## src/rtl/if_stage.sv

```systemverilog
// Instruction-fetch stage: one outstanding imem request at a time, a single-entry
// IF/ID buffer with valid/ready toward decode, flush redirect and halt on misaligned PC.
module if_stage #(
    parameter logic [31:0] NOP_INSTR = 32'h0000_0013
) (
    input  logic        clk,
    input  logic        rst_n,
    input  logic [31:0] pc,
    output logic        fetch_ready,
    input  logic        flush,
    output logic        imem_req,
    output logic [31:0] imem_addr,
    input  logic        imem_rvalid,
    input  logic [31:0] imem_rdata,
    output logic        id_valid,
    input  logic        id_ready,
    output logic [31:0] id_instr,
    output logic [31:0] id_pc,
    output logic        id_misaligned
);

    typedef enum logic [1:0] {
        S_REQ  = 2'd0,
        S_WAIT = 2'd1,
        S_HALT = 2'd2
    } state_t;

    state_t      state;
    logic [31:0] req_pc;
    logic        drop;

    logic buf_free;
    logic pc_aligned;
    logic load_mis;

    assign buf_free   = !id_valid || id_ready;
    assign pc_aligned = (pc[1:0] == 2'b00);

    // Request/consume strobes are forced low while reset is held, even though the
    // state register already sits in S_REQ.
    always_comb begin
        imem_req    = 1'b0;
        fetch_ready = 1'b0;
        load_mis    = 1'b0;
        imem_addr   = (state == S_REQ) ? pc : req_pc;
        if (rst_n) begin
            if (state == S_REQ && buf_free && !flush) begin
                imem_req = pc_aligned;
                load_mis = !pc_aligned;
            end
            if (state == S_WAIT && imem_rvalid && !flush && !drop)
                fetch_ready = 1'b1;
        end
    end

    always_ff @(posedge clk) begin
        if (!rst_n) begin
            state         <= S_REQ;
            req_pc        <= 32'h0;
            drop          <= 1'b0;
            id_valid      <= 1'b0;
            id_misaligned <= 1'b0;
            id_instr      <= NOP_INSTR;
            id_pc         <= 32'h0;
        end else begin
            case (state)
                S_REQ: begin
                    if (imem_req) begin
                        req_pc <= pc;
                        state  <= S_WAIT;
                    end else if (load_mis) begin
                        state <= S_HALT;
                    end
                end
                S_WAIT: begin
                    if (imem_rvalid) begin
                        drop  <= 1'b0;
                        state <= S_REQ;
                    end else if (flush) begin
                        drop <= 1'b1;
                    end
                end
                S_HALT: begin
                    if (flush)
                        state <= S_REQ;
                end
                default: state <= S_REQ;
            endcase

            // Flush wins over both a load and a drain of the buffer.
            if (flush) begin
                id_valid      <= 1'b0;
                id_misaligned <= 1'b0;
            end else if (fetch_ready) begin
                id_valid      <= 1'b1;
                id_misaligned <= 1'b0;
                id_instr      <= imem_rdata;
                id_pc         <= req_pc;
            end else if (load_mis) begin
                id_valid      <= 1'b1;
                id_misaligned <= 1'b1;
                id_instr      <= NOP_INSTR;
                id_pc         <= pc;
            end else if (id_valid && id_ready) begin
                id_valid <= 1'b0;
            end
        end
    end

endmodule

```

## config.mk

```make
export PLATFORM = sky130hd
export DESIGN_NAME = if_stage
export DESIGN_NICKNAME = d
export VERILOG_FILES = /design/src/rtl/if_stage.sv
export SDC_FILE = /design/constraint.sdc
export NUM_CORES = 1
export LEC_CHECK = 0
export ABC_AREA = 1
export CORE_MARGIN = 2
export CORE_UTILIZATION = 30
export CTS_CLUSTER_DIAMETER = 50
export DETAILED_ROUTE_END_ITERATION = 10
export GPL_TIMING_DRIVEN = 0
export PLACE_DENSITY = 0.68
export SLEW_MARGIN = 30
export SYNTH_ARGS = -nofsm -noshare
export SYNTH_HDL_FRONTEND = slang
export SYNTH_SLANG_ARGS = --single-unit
```

## constraint.sdc

```tcl
create_clock -name clk -period 1.51 [get_ports clk]
set_clock_uncertainty 0.05 [all_clocks]
set_input_delay 0.151 -clock clk [delete_from_list [all_inputs] [get_ports clk]]
set_output_delay 0.151 -clock clk [all_outputs]
set_load 0.005 [all_outputs]
```

Word level (Yosys, flattened, before mapping) --
Index checks and enable logic that the tools add are counted. Widths: inputs -> output; s select.
Word-level totals: register bits after elaboration 101, latch bits 0, RAM bits 0, bits in read-only memories 0, bits of input ports 69, memories 0
Cells by class: add/sub/neg operators 0, multipliers 0, div/mod/pow operators 0, $lt $le $gt $ge 0, equal/unequal tests 5, shifts and indexed selects 0, multiplexer cells 21, bitwise logic cells 2, reduce and logical (&&, ||, !) cells 22
Operator list (number):
- $mux 32 | 5
- $mux 1 | 11
- $mux 2 | 4
- $logic_and 1x1->1 | 6
- $pmux 2 s3 | 1
- $reduce_and 2->1 | 3
- $logic_not 1->1 | 4
- $logic_not 2->1 | 2
- $ne 2x2->1 const B | 2
- $reduce_bool 2->1 | 2
- $ne 3x3->1 const B | 1
- $reduce_and 3->1 | 1
- $reduce_bool 3->1 | 1
- $reduce_or 3->1 | 1
- $eq 2x1->1 const B | 1
- $eq 2x2->1 const B | 1
- $not 1->1 | 2
- $reduce_or 2->1 | 1
- $logic_or 1x1->1 | 1

Logic depth before layout (Yosys ltp) --
Gate-level depths: netlist (run 1).
depth after elaboration 9, mapped depth 9, depth with buffers taken out 9

Least setup slack after synthesis (run 1) --
OpenSTA, ideal clock, no wires.
path kind register to register, start point register state[0], end point register id_instr[1], library setup time 0.123 ns, arrival time 1.147 ns, data required time 1.337 ns, slack 0.190 ns, stages on the path, launching flop included 8, buffers on the path 2, path through dfxtp_1 -> inv_2 -> nor2_4 -> nand4_2 -> buf_6 -> buf_2 -> o22ai_1 -> nand2_1
On the way: cells in the longest elaborated chain, start to end 8, elaborated cells between the ends (all ways) 14
RTL lines:
- from (decl) | line 28 | state_t state;
- from (signal assigned) | line 58 | state <= S_REQ;
- from (signal assigned) | line 70 | state <= S_WAIT;
- from (signal assigned) | line 72 | state <= S_HALT;
- $eq 2x1->1 | line 51 | if (state == S_WAIT && imem_rvalid && !flush && !drop)
- $logic_and 1x1->1 (3 in series) | line 51
- $mux 1 | line 51
- $mux 1 | line 46 | if (rst_n) begin
- $reduce_bool 2->1 (no source line)
- $reduce_and 2->1 (no source line)
- to (signal assigned) | line 97 | id_instr <= imem_rdata;
- to (decl) | line 17 | output logic [31:0] id_instr,
Parallel ways exist; a longest one is shown, timed or not. A chain may end at the register's enable or synchronous reset.

Worst setup path after layout (run 1) --
start point register state[1], end point output imem_addr[3]
On the way: cells in the longest elaborated chain, start to end 2
RTL lines:
- $logic_not 2->1 | line 45 | imem_addr = (state == S_REQ) ? pc : req_pc;
- $mux 32 | line 45
- to (decl) | line 12 | output logic [31:0] imem_addr,
No other way between the ends.

==> impl_metrics.json, run 1 <==
{
  "status": "finished with violations",
  "violations": "negative setup slack",
  "finalHoldViolCount": 0,
  "min_path_type": "in -> reg",
  "p_comb_share_pct": 21.0,
  "intPower_uw": 4790,
  "setup_viol": 117,
  "clockBufferDepth": 2,
  "powerDensity_mw_per_mm2": 808,
  "critPathMaxFanout": 5,
  "num_vias": 4862,
  "clockPowerShare_pct": 36.2,
  "crit_path_end": "imem_addr[3]",
  "root_buffer": "clkbuf_16",
  "path_depth": 8,
  "ios": 169,
  "grt_use_total_pct": 20.0,
  "area_growth_pct": 90.1,
  "synth_cells": 599,
  "yosysTopAreaCell": "dfxtp_1",
  "die_h_um": 123,
  "setup-tns-final_ps": -17440,
  "design.die.area_mm2": 0.0152,
  "synthesis.nets": 668,
  "maxSlewViolCount": 0,
  "startpoint": "state[1]",
  "cts_max_level": 3,
  "rsz0062_at_grt": "true",
  "r2r_slack_ps": -260,
  "synth_top_area_share_pct": 47.2,
  "crit_required_ps": 1310,
  "io_buffers": 167,
  "grt_pass1_wl_um": 23600,
  "critPathLaunchType": "register",
  "clock_latency_ps": 350,
  "layout_worst_path_cycle_share_pct": 119,
  "ys_seq_area_share_pct": 47.2,
  "wirelength_um": 16600,
  "clkTransAtPathRegs_ps": 70,
  "gp_congestion": 0.816,
  "arrival_ps": 1600,
  "p_sw_uw": 1790,
  "r2r-end": "id_pc[6]",
  "dr.pass1.iters": 5,
  "vdd_ir_drop_max_mv": 0.551,
  "hold_path.startpoint": "rst_n",
  "syn_area_mm2": 0.00428,
  "fin_ws_ps": -292,
  "crit_family": "buffers and inverters",
  "cp_slowest_cell": "dfxtp_4",
  "end_kind": "output port",
  "drtAntennaViolNets": 0,
  "ys_top_cells_by_area": "dfxtp_1, o21ai_0, nand2_1",
  "start_util_pct": 30.7,
  "grt_pass1_vias": 4469,
  "fin_util_pct": 58.4,
  "p_leak_uw": 0.00320,
  "worstRegToRegCells": 11,
  "layout-drive-gt1-share_pct": 38.3,
  "fin_nets": 888,
  "critPathKind": "reg -> out",
  "worst_pin_slew_ps": 838,
  "switching_share_pct": 27.2,
  "fillerInstances": 1205,
  "drtIter0Drc": 271,
  "std_cell_rows": 43,
  "ys_warn_count": 0,
  "fmax_ghz": 0.555,
  "synthDistinctLibCells": 23,
  "core_mm2": 0.0139,
  "slowest_delay_ps": 360,
  "period_needed_ps": 1800,
  "grt_max_degree": 18,
  "cap_violations": 0,
  "cts_made_buffers": 9,
  "viasPerCell": 4.84,
  "antennaDiodeCount": 0,
  "critPathBufInv": 5,
  "cts_tree": "built",
  "dp_hpwl_um": 10100,
  "crit_chain": "nor2_4 > buf_6 > buf_12 > buf_8 > buf_16 > nand2_2 > o21ai_1 > buf_2",
  "slew_headroom_pct": 44.1,
  "wl_per_cell_um": 16.5,
  "die_w_um": 123,
  "avgSynthCellArea_um2": 7.15,
  "drc_errors": 0,
  "cts_sinks": 101,
  "grt_antenna_before_repair": 0,
  "reg2reg_from": "state[1]",
  "grt_overflow_total": 0,
  "seqPwrFrac_pct": 42.8,
  "synth-seq-cells": 101
}
==> registers in the layout (all words and copies together) (netlist names) <==
| signal | count |
|---|---|
| id_instr | 32 |
| id_pc | 32 |
| req_pc | 32 |
| state | 2 |
| drop | 1 |
| id_misaligned | 1 |
| id_valid | 1 |
==> worst reg2reg max path, delay by kind of cell, from the launching register on <==
family	cells	cell delay, ps
buffers and inverters	5	690
AO/OA/AOI/OAI	1	50
AND/OR/NAND/NOR	5	500
flip-flops	1	360
==> cells in the mapped netlist, drive strengths merged <==
cell type / n
a21oi: 42
buf: 22
clkbuf: 23
dfxtp: 101
inv: 48
nand2: 124
nand3: 17
nand4: 2
nor2: 72
nor3: 2
o2111a: 1
o21ai: 141
o22ai: 3
or2: 1
==> how the worst min path moves through the flow <==
| stage | end | slack (ps) | cells past startpoint |
|---|---|---|---|
| 6_report | id_instr[3] | 170 | 3 |
| 3_5_place_dp | req_pc[1] | 400 | 2 |
| 4_1_cts | id_instr[3] | 160 | 3 |
| 2_1_floorplan | id_instr[10] | 210 | 2 |
| 5_1_grt | id_instr[3] | 170 | 3 |
| 3_3_place_gp | req_pc[1] | 390 | 2 |
==> cell families (layout without fill, tap and decap cells) <==
group | Yosys count | in the layout | synth area share (%)
AO/OA/AOI/OAI | 187 | 187 | 22.1
AND/OR/NAND/NOR | 218 | 218 | 20.5
buffers and inverters | 93 | 318 | 10.2
flip-flops | 101 | 101 | 47.2
==> power groups by stage <==
| stage | clock [µW] | sequential, µW | combinational, µW |
|---|---|---|---|
| final | 2380 | 2820 | 1380 |
| after CTS | 2440 | 2800 | 1130 |
| after detailed placement | 0 | 2870 | 962 |
| after floorplan | 0 | 2870 | 365 |
| after global routing | 2580 | 2830 | 1480 |
| after global placement | 0 | 2860 | 957 |
==> routing by layer <==
layer  routed length, µm  vias up  GRT usage, %  part of all wire, %
met5                   0        -             0                    0
met4                 514        0          9.45                  3.1
met3                 646       30          3.51                  3.9
met2                8040      120          31.2                   48
met1                7400     2321          26.8                   45
li1                    -     2391             -                    -
==> cell type report <==
cell class	instances	area (µm²)	share of cell area [%]
multi-input combinational	405	2620	32.2
timing repair buffer	210	2240	27.5
sequential	101	2030	25.0
buffer	44	536	6.58
clock buffer	9	225	2.77
tap	180	225	2.77
inverter	48	190	2.34
clock inverter	7	75.1	0.923
==> repair_timing <==
action | 4_1_cts | 5_1_grt
gates cloned | 9 | 10
endpoints found under the setup margin | 97 | 128
buffers inserted | 22 | 9
pin swaps | 42 | 62
resized for setup | 352 | 256
hold buffers | 0 | 0
==> stage by stage <==
step | total power (µW) | setup WS, ps | cells | hold slack, ps | instance area (µm²)
6_report | 6570 | -292 | 1004 | 166 | 8140
5_1_grt | 6880 | -367 | 1004 | 174 | 8140
4_1_cts | 6370 | -259 | 993 | 158 | 7220
3_5_place_dp | 3830 | -683 | 946 | 397 | 6180
2_1_floorplan | 3230 | 190 | 599 | 214 | 4280
3_3_place_gp | 3820 | -684 | 946 | 393 | 6180
==> cell usage in the layout, fill, tap and decap left out, drive strengths merged, types with 17 or more instances in the layout <==
cell,synthesis,layout
a21oi,42,42
buf,22,97
clkbuf,23,33
clkdlybuf4s50,0,133
dfxtp,101,101
inv,48,48
nand2,124,124
nand3,17,17
nor2,72,72
o21ai,141,141
(Power assumes the default switching activity.)
==> run 2: changes to the inputs <==
--- a/config.mk
+++ b/config.mk
@@ -6,7 +6,6 @@
 export NUM_CORES = 1
 export LEC_CHECK = 0
 export ABC_AREA = 1
-export CORE_MARGIN = 2
 export CORE_UTILIZATION = 30
 export CTS_CLUSTER_DIAMETER = 50
 export DETAILED_ROUTE_END_ITERATION = 10
==> run 2 against run 1 <==
  * The flow still finishes with violations (negative setup slack)
  * Clock power shrank 5%
  * Sequential share of layout area rose by 1.6 points
  * Final area fell by 6.1%
  * Worst setup slack gained 85 ps
  * Critical path type unchanged
  * Critical endpoint is now imem_addr[1]
==> impl_metrics.json, run 2 (synthesis results as in run 1) <==
{
  "dr.pass1.iters": 4,
  "cts_max_level": 3,
  "clockPowerShare_pct": 35.9,
  "critPathMaxFanout": 10,
  "grt_max_degree": 16,
  "viasPerCell": 4.84,
  "std_cell_rows": 43,
  "fin_util_pct": 55.0,
  "area_growth_pct": 78.5,
  "seqPwrFrac_pct": 44.7,
  "layout.cells.most_common_list": "clkdlybuf4s50_1, dfxtp_1, nand2_1",
  "grt_use_total_pct": 20.2,
  "setup_viol": 111,
  "grt_pass1_vias": 4254,
  "arrival_ps": 1520,
  "gp_congestion": 0.825,
  "layout_worst_path_cycle_share_pct": 114,
  "cts_made_buffers": 9,
  "core_mm2": 0.0139,
  "cap_violations": 0,
  "cp_slowest_cell": "dfxtp_4",
  "p_comb_share_pct": 19.3,
  "start_util_pct": 30.8,
  "finalHoldViolCount": 0,
  "switching_share_pct": 26.6,
  "clkTransAtPathRegs_ps": 70,
  "violations": "negative setup slack",
  "crit_family": "buffers and inverters",
  "cts_sinks": 101,
  "grt_antenna_before_repair": 0,
  "die_h_um": 121,
  "fmax_ghz": 0.582,
  "layout-drive-gt1-share_pct": 29.6,
  "dp_hpwl_um": 9950,
  "drtAntennaViolNets": 0,
  "num_vias": 4824,
  "layout_commonest_cell": "clkdlybuf4s50_1",
  "setup-tns-final_ps": -10240,
  "clockBufferDepth": 2,
  "drtIter0Drc": 315,
  "antennaDiodeCount": 0,
  "slowest_delay_ps": 360,
  "critPathLaunchType": "register",
  "end_kind": "output port",
  "crit_chain": "nor2_4 > buf_6 > buf_8 > o21ai_0 > dlygate4sd2_1",
  "slew_headroom_pct": 47.3,
  "critPathKind": "reg -> out",
  "drc_errors": 0,
  "root_buffer": "clkbuf_16",
  "vdd_ir_drop_max_mv": 0.475,
  "design.die.area_mm2": 0.0148,
  "maxSlewViolCount": 0,
  "period_needed_ps": 1720,
  "critPathBufInv": 3,
  "intPower_uw": 4600,
  "p_leak_uw": 0.00304,
  "r2r_slack_ps": -160,
  "fin_nets": 881,
  "min_path_type": "in -> reg",
  "die_w_um": 121,
  "reg.largest.list": "id_instr (32), id_pc (32), req_pc (32)",
  "wirelength_um": 16000,
  "worst_pin_slew_ps": 791,
  "grt_overflow_total": 0,
  "clock_latency_ps": 350,
  "grt_pass1_wl_um": 22900,
  "status": "finished with violations",
  "ios": 169,
  "p_sw_uw": 1660,
  "wl_per_cell_um": 16.1,
  "cts_tree": "built",
  "crit_required_ps": 1310,
  "fin_ws_ps": -207,
  "io_buffers": 167,
  "rsz0062_at_grt": "true",
  "powerDensity_mw_per_mm2": 820
}
run 2: cell types whose count changed in the layout (fill, tap and decap cells not counted), moves of 5 or more:
cell	change
buf_12	-5
clkbuf_16	-7
nand2_1	+9
nand2_2	-13
nor2_1	+9
nor2_2	-7
o21ai_0	+17
o21ai_1	+25
o21ai_2	-38
run 2: power groups by stage:
stage / registers (µW) / logic [µW] / clock network (µW)
finish: 2800 / 1210 / 2250
detailed placement: 2860 / 961 / 0
CTS: 2800 / 1070 / 2270
floorplan: 2870 / 365 / 0
global placement: 2860 / 956 / 0
global route: 2810 / 1300 / 2390
run 2: path summary, 6_finish.rpt:
kind | to | start | cells after the start
worst max-delay path | imem_addr[1] | state[1] | 5
worst max register to register | id_pc[23] | state[0] | 11
worst min register to register | req_pc[1] | req_pc[1] | 2
worst min-delay path | id_instr[3] | rst_n | 3
run 2: per-layer routing:
layer	GRT usage, %	up-vias	wire length, µm
met1	27.1	2279	7040
met5	0	-	0
met4	8.41	0	404
met3	3.43	24	829
li1	-	2377	-
met2	31.7	144	7750
run 2: cell type report:
type	count	area (µm²)
tap	180	225
clock inverter	4	22.5
clock buffer	12	256
fill	1289	6240
buffer	40	414
multi-input combinational	405	2360
sequential	101	2030
timing repair buffer	207	2140
inverter	48	188
run 2: timing repair:
action                     in CTS  in global routing
pin swaps                      15                 38
hold buffers                    0                  0
cloned                          9                  6
resized for setup             314                182
setup endpoints to repair      89                130
buffers inserted               19                 10
hold endpoints to repair        0                  0
run 2: metrics by stage:
stage	area, µm²	cells	hold slack [ps]	power, µW	setup WS, ps
2_1_floorplan	4280	599	214	3230	190
3_3_place_gp	6180	946	394	3820	-660
3_5_place_dp	6180	946	395	3820	-666
4_1_cts	7060	990	156	6140	-230
5_1_grt	7640	997	187	6510	-267
6_report	7640	997	155	6270	-207
run 2: worst min-delay path, cell delays in order:
cell and delay [ps]:
buf_4 150, inv_1 160, a21oi_2 40
==> run 3: changes to the inputs <==
--- a/config.mk
+++ b/config.mk
@@ -6,12 +6,12 @@
 export NUM_CORES = 1
 export LEC_CHECK = 0
 export ABC_AREA = 1
-export CORE_UTILIZATION = 30
+export CORE_UTILIZATION = 44
 export CTS_CLUSTER_DIAMETER = 50
 export DETAILED_ROUTE_END_ITERATION = 10
 export GPL_TIMING_DRIVEN = 0
-export PLACE_DENSITY = 0.68
-export SLEW_MARGIN = 30
+export PLACE_DENSITY = 0.9
+export SLEW_MARGIN = 20
 export SYNTH_ARGS = -nofsm -noshare
 export SYNTH_HDL_FRONTEND = slang
 export SYNTH_SLANG_ARGS = --single-unit
==> run 3 against run 2 <==
  * The flow still finishes with violations (negative setup slack)
  * First-iteration DRC count grew 99%
  * Combinational power up 20%
  * Worst setup slack worse by 110 ps
  * Non-clock buffer count grew 7
  * Fmax down 6.0%
  * Cell count is 4.4% lower
  * Sequential cell count stayed put
  * Power shrank 3.5%
  * Routed wire length up 39%
==> impl_metrics.json, run 3 (synthesis results as in run 1) <==
{
  "start_util_pct": 45.9,
  "multi_input_area_mm2": 0.00267,
  "area_growth_pct": 85.8,
  "drtIter0Drc": 626,
  "viasPerCell": 6.19,
  "cts_made_buffers": 9,
  "critPathBufInv": 4,
  "grt_max_degree": 16,
  "status": "finished with violations",
  "crit_family": "simple AND/OR/NAND/NOR gates",
  "seqCellArea_mm2": 0.00203,
  "layout_worst_path_cycle_share_pct": 121,
  "final_area_mm2": 0.00795,
  "slew_headroom_pct": 45.4,
  "antennaDiodeCount": 0,
  "slowest_delay_ps": 380,
  "grt_pass1_wl_um": 24700,
  "dp_hpwl_um": 10000,
  "end_kind": "register",
  "cap_violations": 0,
  "critPathLaunchType": "register",
  "io_buffers": 167,
  "p_leak_uw": 0.00319,
  "reg2reg_from": "state[1]",
  "startpoint": "state[1]",
  "intPower_uw": 4270,
  "vdd_ir_drop_max_mv": 0.477,
  "fin_ws_ps": -317,
  "crit_top_cell": "buf_6",
  "layout-drive-gt1-share_pct": 38.3,
  "clockPowerShare_pct": 29.3,
  "postCtsHoldBufs": 0,
  "seqPwrFrac_pct": 46.6,
  "arrival_ps": 2060,
  "clockBufferDepth": 2,
  "min_path_type": "in -> reg",
  "grt_antenna_before_repair": 0,
  "grt_pass1_vias": 4987,
  "layout.cells.most_common_list": "clkdlybuf4s50_1, dfxtp_1, nor2_1",
  "worst_pin_slew_ps": 819,
  "die_w_um": 101,
  "wirelength_um": 22200,
  "setup_viol": 128,
  "design.die.area_mm2": 0.0101,
  "die_h_um": 101,
  "cts_sinks": 101,
  "grt_overflow_total": 0,
  "crit_required_ps": 1740,
  "std_cell_rows": 35,
  "layout_commonest_cell": "clkdlybuf4s50_1",
  "placed_area_mm2": 0.00611,
  "drc_errors": 0,
  "cts_tree": "built",
  "root_buffer": "clkbuf_8",
  "critPathMaxFanout": 7,
  "dr.pass1.iters": 5,
  "core_mm2": 0.00933,
  "drtAntennaViolNets": 0,
  "num_vias": 5900,
  "maxSlewViolCount": 0,
  "finalHoldViolCount": 0,
  "fin_nets": 888,
  "ios": 169,
  "hold_path.startpoint": "rst_n",
  "place_ws_ps": -639,
  "cp_slowest_cell": "dfxtp_4",
  "switching_share_pct": 29.4,
  "fillerInstances": 431,
  "fmax_ghz": 0.547,
  "critPathKind": "reg -> reg",
  "period_needed_ps": 1830,
  "p_comb_share_pct": 24.1,
  "reg.largest.list": "id_instr (32), id_pc (32), req_pc (32)",
  "cts_max_level": 3,
  "rsz0062_at_grt": "true",
  "powerDensity_mw_per_mm2": 760,
  "violations": "negative setup slack",
  "clock_latency_ps": 370,
  "crit_chain": "buf_6 > nor2_4 > nand4_4 > buf_6 > nand2_8 > buf_12 > buf_8 > o21ai_0 > nor2_1",
  "wl_per_cell_um": 23.3,
  "p_sw_uw": 1780,
  "grt_use_total_pct": 31.3,
  "clkTransAtPathRegs_ps": 100,
  "gp_congestion": 0.893
}
## run 3: cell types whose count changed in the layout (fill, tap and decap cells not counted), sizes merged
cell,before,now
bufinv,0,1
clkbuf,32,38
clkinv,4,3
buf,93,95
dlygate4sd2,1,0
## run 3: final cells by class
| class | instances | share of cell area [%] |
|---|---|---|
| buffer | 43 | 5.76 |
| clock buffer | 12 | 1.82 |
| clock inverter | 4 | 0.598 |
| inverter | 48 | 2.36 |
| multi-input combinational | 405 | 33.6 |
| sequential | 101 | 25.6 |
| tap | 129 | 2.03 |
| timing repair buffer | 211 | 28.3 |
## run 3: path summary, 6_finish.rpt
check / to / depth (start not counted) / slack [ps]
min reg2reg: id_instr[6] / 2 / 410
min: id_instr[5] / 3 / 210
max reg2reg: id_pc[17] / 9 / -320
max: id_pc[17] / 9 / -320
## run 3: timing repair
action / CTS / global route
pin swaps: 14 / 51
setup buffers: 18 / 10
setup endpoints to repair: 99 / 128
gates resized for setup: 349 / 252
cloned: 9 / 11
## run 3: metal layers
metal	routed length, µm	part of all wire, %	track usage, %	up-vias
li1	-	-	-	2394
met1	7540	34	37.5	2713
met2	10400	47	54.0	571
met3	2240	10	4.30	222
met4	2000	9.0	17.7	0
met5	0	0	0	-
## run 3: tightest hold or removal path, stage by stage
cell and delay [ps]:
buf_4 160, inv_1 220, a21oi_2 60
## run 3: stage by stage
step | setup TNS, ps | util (%) | power (µW) | hold slack (ps) | std cells
after global placement | -34580 | 65.6 | 3790 | 392 | 895
after CTS | -7390 | 74.8 | 5660 | 140 | 938
after floorplan | 0 | - | 3230 | 214 | 599
after global routing | -27410 | 85.3 | 6220 | 193 | 953
final | -21310 | 85.3 | 6050 | 213 | 953
after detailed placement | -41000 | 65.6 | 3820 | 408 | 895
## run 3: power by group through the flow
stage	sequential [µW]	clock (µW)	combinational [µW]
after detailed placement	2870	0	952
final	2820	1770	1450
after CTS	2810	1730	1120
after global routing	2830	1890	1510
after global placement	2860	0	931
after floorplan	2870	0	365
==> variant 1: new RTL, flow settings as in run 1 <==
Make the reset (`rst_n`) asynchronous in one clocked block.
--- a/src/rtl/if_stage.sv
+++ b/src/rtl/if_stage.sv
@@ -55,3 +55,3 @@
 
-    always_ff @(posedge clk) begin
+    always_ff @(posedge clk or negedge rst_n) begin
         if (!rst_n) begin
Behaviour: differs if rst_n is asserted again (counterexample within 4 cycles, from zero or initial values and one cycle with rst_n low); with rst_n held inactive, the same outputs for 4 cycles.
==> variant 1 against run 1 <==
The flow finishes with violations (hold timing, setup timing). Sequential cell count unchanged. Global-route usage decreased by 1.1 points. Critical path depth decreased by 2. Final cell count increased by 4.1%. Worst setup slack got worse by 0.099 ns. Die area increased by 11%. Final area increased by 3.1%. Synthesized area increased by 12%. Wire length decreased by 2.2%.
Power is not compared: it rests on default switching activity, and its combinational part moved more than twofold at a synthesized area within 25%.
==> variant 1: results (changes against run 1) <==
- Final TNS setup: -23.30 ns (was -17.44 ns)
- Postcts setup bufs: 28 (was 22)
- Worst R2R End: req_pc[25] (was id_pc[6])
- DP HPWL: 10.02 mm (was 10.14 mm)
- GPL Wtd Cong: 0.7630 (was 0.8163)
- Fill cells: 1475 (was 1205)
- Min-delay worst type: input port to asynchronous set/reset pin (was input port to register)
- Worst slew margin: 64.66% (was 44.11%)
- Arr. time, crit path: 1.70 ns (was 1.60 ns)
- FF+latch count: 101 (unchanged)
- Mux contribution to synthesized area: 7.055% (was 0%)
- Total core area: 15710 um^2 (was 13930 um^2)
- Non-clock buffer share: 35.48% (was 34.09%)
- Pre-CTS worst setup slack: -0.8451 ns (was -0.6829 ns)
- Largest net degree at the start of global routing: 66 (was 18)
- Number of global-route vias before repair: 4626 (was 4469)
- Number of clock buffers in the layout: 10 (was 9)
- Layout Nets: 893 (was 888)
- Slowest stage delay, CP: 0.43 ns (was 0.36 ns)
- Synth cell types: 21 (was 23)
- Port Buf Inserts: 168 (was 167)
- Worst setup margin: -0.3906 ns (was -0.2916 ns)
- Status: complete, but fails checks (unchanged)
- Sequential share of the synthesized area: 52.86% (was 47.22%)
- Average size of a mapped cell: 8.116 um^2 (was 7.148 um^2)
- Dominant synthesized flop cell: dfrtp_1 (was dfxtp_1)
- Post-CTS resize count: 287 (was 352)
- Synth top area cells: dfrtp_1, nand2_1, mux2_2 (was dfxtp_1, o21ai_0, nand2_1)
- Failing checks: hold timing, setup timing (was setup timing)
- Initial DRC count: 173 (was 271)
- Top cells by count, synth: nand2_1, dfrtp_1, nand3_1 (was nand2_1, o21ai_0, dfxtp_1)
- Layout cell share with drive strength beyond 1: 23.76% (was 38.35%)
- Final hold viol count: 62 (was 0)
- Final Setup Violations: 131 (was 117)
- Inverters: 14 (was 48)
- Via-per-instance ratio: 4.563 (was 4.843)
- Placement Cell Area: 6761 um^2 (was 6178 um^2)
- Clock Network Area Fraction: 4.161% (was 3.690%)
- Synth Area in Compound Gates: 0.8362% (was 22.09%)
- Buffers excl. clock: 258 (was 254)
- First-pass GRT wire length: 24.61 mm (was 23.56 mm)
- Post-Layout Inst Area: 8389 um^2 (was 8138 um^2)
- Worst Hold Slack: -0.3170 ns (was 0.1658 ns)
- Count of multi-input gates: 440 (was 405)
- Fraction of area in multi-input gates: 26.23% (was 32.16%)
- R2R Path Start: state[0] (was state[1])
## variant 1: cell types whose count changed after synthesis, sizes merged, moves of 30 or more
cell	change
mux2	+30
dfrtp	+98
nand3	+50
a21oi	-40
dfxtp	-101
nand2	+204
o21ai	-138
inv	-34
nor2	-66
## variant 1: worst max-delay path by stage
stage / to / slack (ns) / cells past startpoint
after floorplan: id_instr[10] / 0.09 / 8
after global placement: imem_req / -4.72 / 5
after detailed placement: imem_req / -0.85 / 6
after CTS: imem_addr[13] / -0.42 / 6
after global routing: imem_addr[11] / -0.44 / 6
final: imem_addr[13] / -0.39 / 6
## variant 1: routing by layer
metal | vias up | share of wire (%) | global-route usage (%)
met5 | - | 0 | 0
met4 | 0 | 1.6 | 6.008
met3 | 19 | 7.3 | 4.510
met2 | 141 | 46 | 31.07
met1 | 2273 | 45 | 24.75
li1 | 2335 | - | -
## variant 1: critical path, delay by kind of cell (launching register included)
family / cells / cell delay, ns
buf+inv: 4 / 0.50
flops: 1 / 0.43
mux: 1 / 0.30
simple gates: 1 / 0.13
==> variant 2: new RTL, flow settings as in run 1 <==
Without the edit above. Set the parameter `NOP_INSTR` to 32'h00000009 (it was 32'h0000_0013).
--- a/src/rtl/if_stage.sv
+++ b/src/rtl/if_stage.sv
@@ -3,3 +3,3 @@
 module if_stage #(
-    parameter logic [31:0] NOP_INSTR = 32'h0000_0013
+    parameter logic [31:0] NOP_INSTR = 32'h00000009
 ) (
Formal check against the unedited RTL: not equivalent (Yosys sat finds a counterexample within 4 cycles, from zero or initial values and one cycle with rst_n low).
==> variant 2 against run 1 <==
The run still ends with setup timing left. Wire length increased by 5.1%. Via count increased by 3.2%. Total power is 0.66% higher. Critical path depth increased by 3. Utilization rose by 0.15 points. Final cell count about the same. Sequential power hardly changed. Final area is 0.14% lower. Worst setup slack gained 0.0064 ns. Die area decreased by 0.19%. Sequential cell count did not move. Synthesized area fell by 0.20%. Largest cell class unchanged. Highest routed layer unchanged.
==> variant 2: results (changes against run 1) <==
- R2R Path Start: state[1] (unchanged)
- GRT Util Overall: 21.39% (was 20.03%)
- Port Buf Inserts: 167 (unchanged)
- Placement Cell Area: 6170 um^2 (was 6178 um^2)
- EDFF count, synth: 0 (unchanged)
- Min-delay worst type: input port to register (unchanged)
- Final Setup Violations: 126 (was 117)
- Initial DRC count: 302 (was 271)
- Top cells by count, synth: nand2_1, dfxtp_1, o21ai_0 (was nand2_1, o21ai_0, dfxtp_1)
- Maximum vdd drop: 555.9 uV (was 551.5 uV)
- Status: complete, but fails checks (unchanged)
- Final WL: 17.44 mm (was 16.59 mm)
- CP Data Required Time: 1.71 ns (was 1.31 ns)
- Crit Path Max Fanout: 7 (was 5)
- Largest net degree at the start of global routing: 16 (was 18)
- First-pass GRT wire length: 25.09 mm (was 23.56 mm)
- Met1 Usage GRT: 27.21% (was 26.82%)
- Post-Place Cells: 947 (was 946)
- Worst setup margin: -0.2852 ns (was -0.2916 ns)
- Hold bufs inserted after CTS: 0 (unchanged)
- Grt met2 use: 35.37% (was 31.22%)
- Drt wl/cell: 17.36 um (was 16.53 um)
- Layout cell share with drive strength beyond 1: 34.79% (was 38.35%)
- Dominant synthesized flop cell: dfxtp_1 (unchanged)
- Synth Instances: 600 (was 599)
- CP delay by family, top: buffers and inverters (unchanged)
- Failing checks: setup timing (unchanged)
- Clk buf depth: 2 (unchanged)
- Fill cells: 1194 (was 1205)
- Worst slew margin: 39.32% (was 44.11%)
- Pre-CTS worst setup slack: -0.6898 ns (was -0.6829 ns)
- Latest clock arrival within the worst-skew pair: 0.35 ns (about the same)
- DP HPWL: 10.21 mm (was 10.14 mm)
- Switch share: 26.86% (was 27.17%)
- H-tree levels: 3 (unchanged)
- Synth cell types: 21 (was 23)
- Final hold viol count: 0 (unchanged)
- Layout Nets: 889 (was 888)
- Static Leak: 3.204 nW (was 3.197 nW)
- Sequential share of the synthesized area: 47.32% (was 47.22%)
- Slowest stage delay, CP: 0.58 ns (was 0.36 ns)
- Synth top area cells: dfxtp_1, nand2_1, o21ai_0 (was dfxtp_1, o21ai_0, nand2_1)
- Critical path's slowest cell: clkdlybuf4s50_1 (was dfxtp_4)
- Final TNS setup: -16.79 ns (was -17.44 ns)
- GPL Wtd Cong: 0.8547 (was 0.8163)
- Initial antenna violation count: 0 (unchanged)
- HP Start: rst_n (unchanged)
- Root buffer cell: clkbuf_16 (unchanged)
- M3 GR Usage: 4.613% (was 3.506%)
- Setup crit start: pc[0] (was state[1])
- Num CTS Buffers: 9 (unchanged)
- Antenna diodes: 0 (unchanged)
- Number of global-route vias before repair: 4762 (was 4469)
- Top flop regs: id_instr (32), id_pc (32), req_pc (32) (unchanged)
- Via-per-instance ratio: 4.993 (was 4.843)
- Post-Syn Nets: 669 (was 668)
==> variant 2: changes by cell type after synthesis, moves of 2 or more <==
cell     change
buf_1        -2
buf_2        +2
o21ai_0     -35
o21ai_1     +36
==> variant 2: power groups by stage <==
stage / combinational [mW] / sequential (mW) / clock, mW
after detailed placement: 0.975 / 2.87 / 0
after global routing: 1.53 / 2.82 / 2.53
after floorplan: 0.375 / 2.87 / 0
final: 1.44 / 2.81 / 2.37
after global placement: 0.971 / 2.86 / 0
after CTS: 1.32 / 2.81 / 2.41
==> variant 2: path summary, 6_finish.rpt <==
kind	to	slack [ns]	depth (start not counted)
hold / removal	id_instr[5]	0.19	3
setup / recovery	id_pc[4]	-0.29	11
hold reg to reg	id_instr[22]	0.41	2
setup reg to reg	id_pc[4]	-0.19	9
==> variant 2: timing repair <==
action,CTS,global route
resized for setup,413,128
cloned,14,5
setup endpoints to repair,114,121
pin swaps,49,10
setup buffers,25,6
==> variant 2: area by class of cell <==
type	instances	area, um^2	area share, %
flip-flops and latches	101	2029	24.97
multi-input cells	406	2561	31.52
clock inverters	4	47.55	0.5851
well taps	180	225.2	2.771
plain buffers	42	514.2	6.328
inverters	48	203.9	2.510
clock buffers	12	246.5	3.033
repair buffers	212	2298	28.28
==> variant 2: logic make-up after synthesis <==
logic type             synth area share (%)
AND/OR/NAND/NOR                       20.38
buffers and inverters                 10.19
AO/OA/AOI/OAI                         22.11
flip-flops                            47.32
==> variant 2: routing by layer <==
metal | share of wire, % | routed length [um]
met2 | 51 | 8815
met1 | 41 | 7090
met5 | 0 | 0
met4 | 2.5 | 432
met3 | 6.3 | 1105
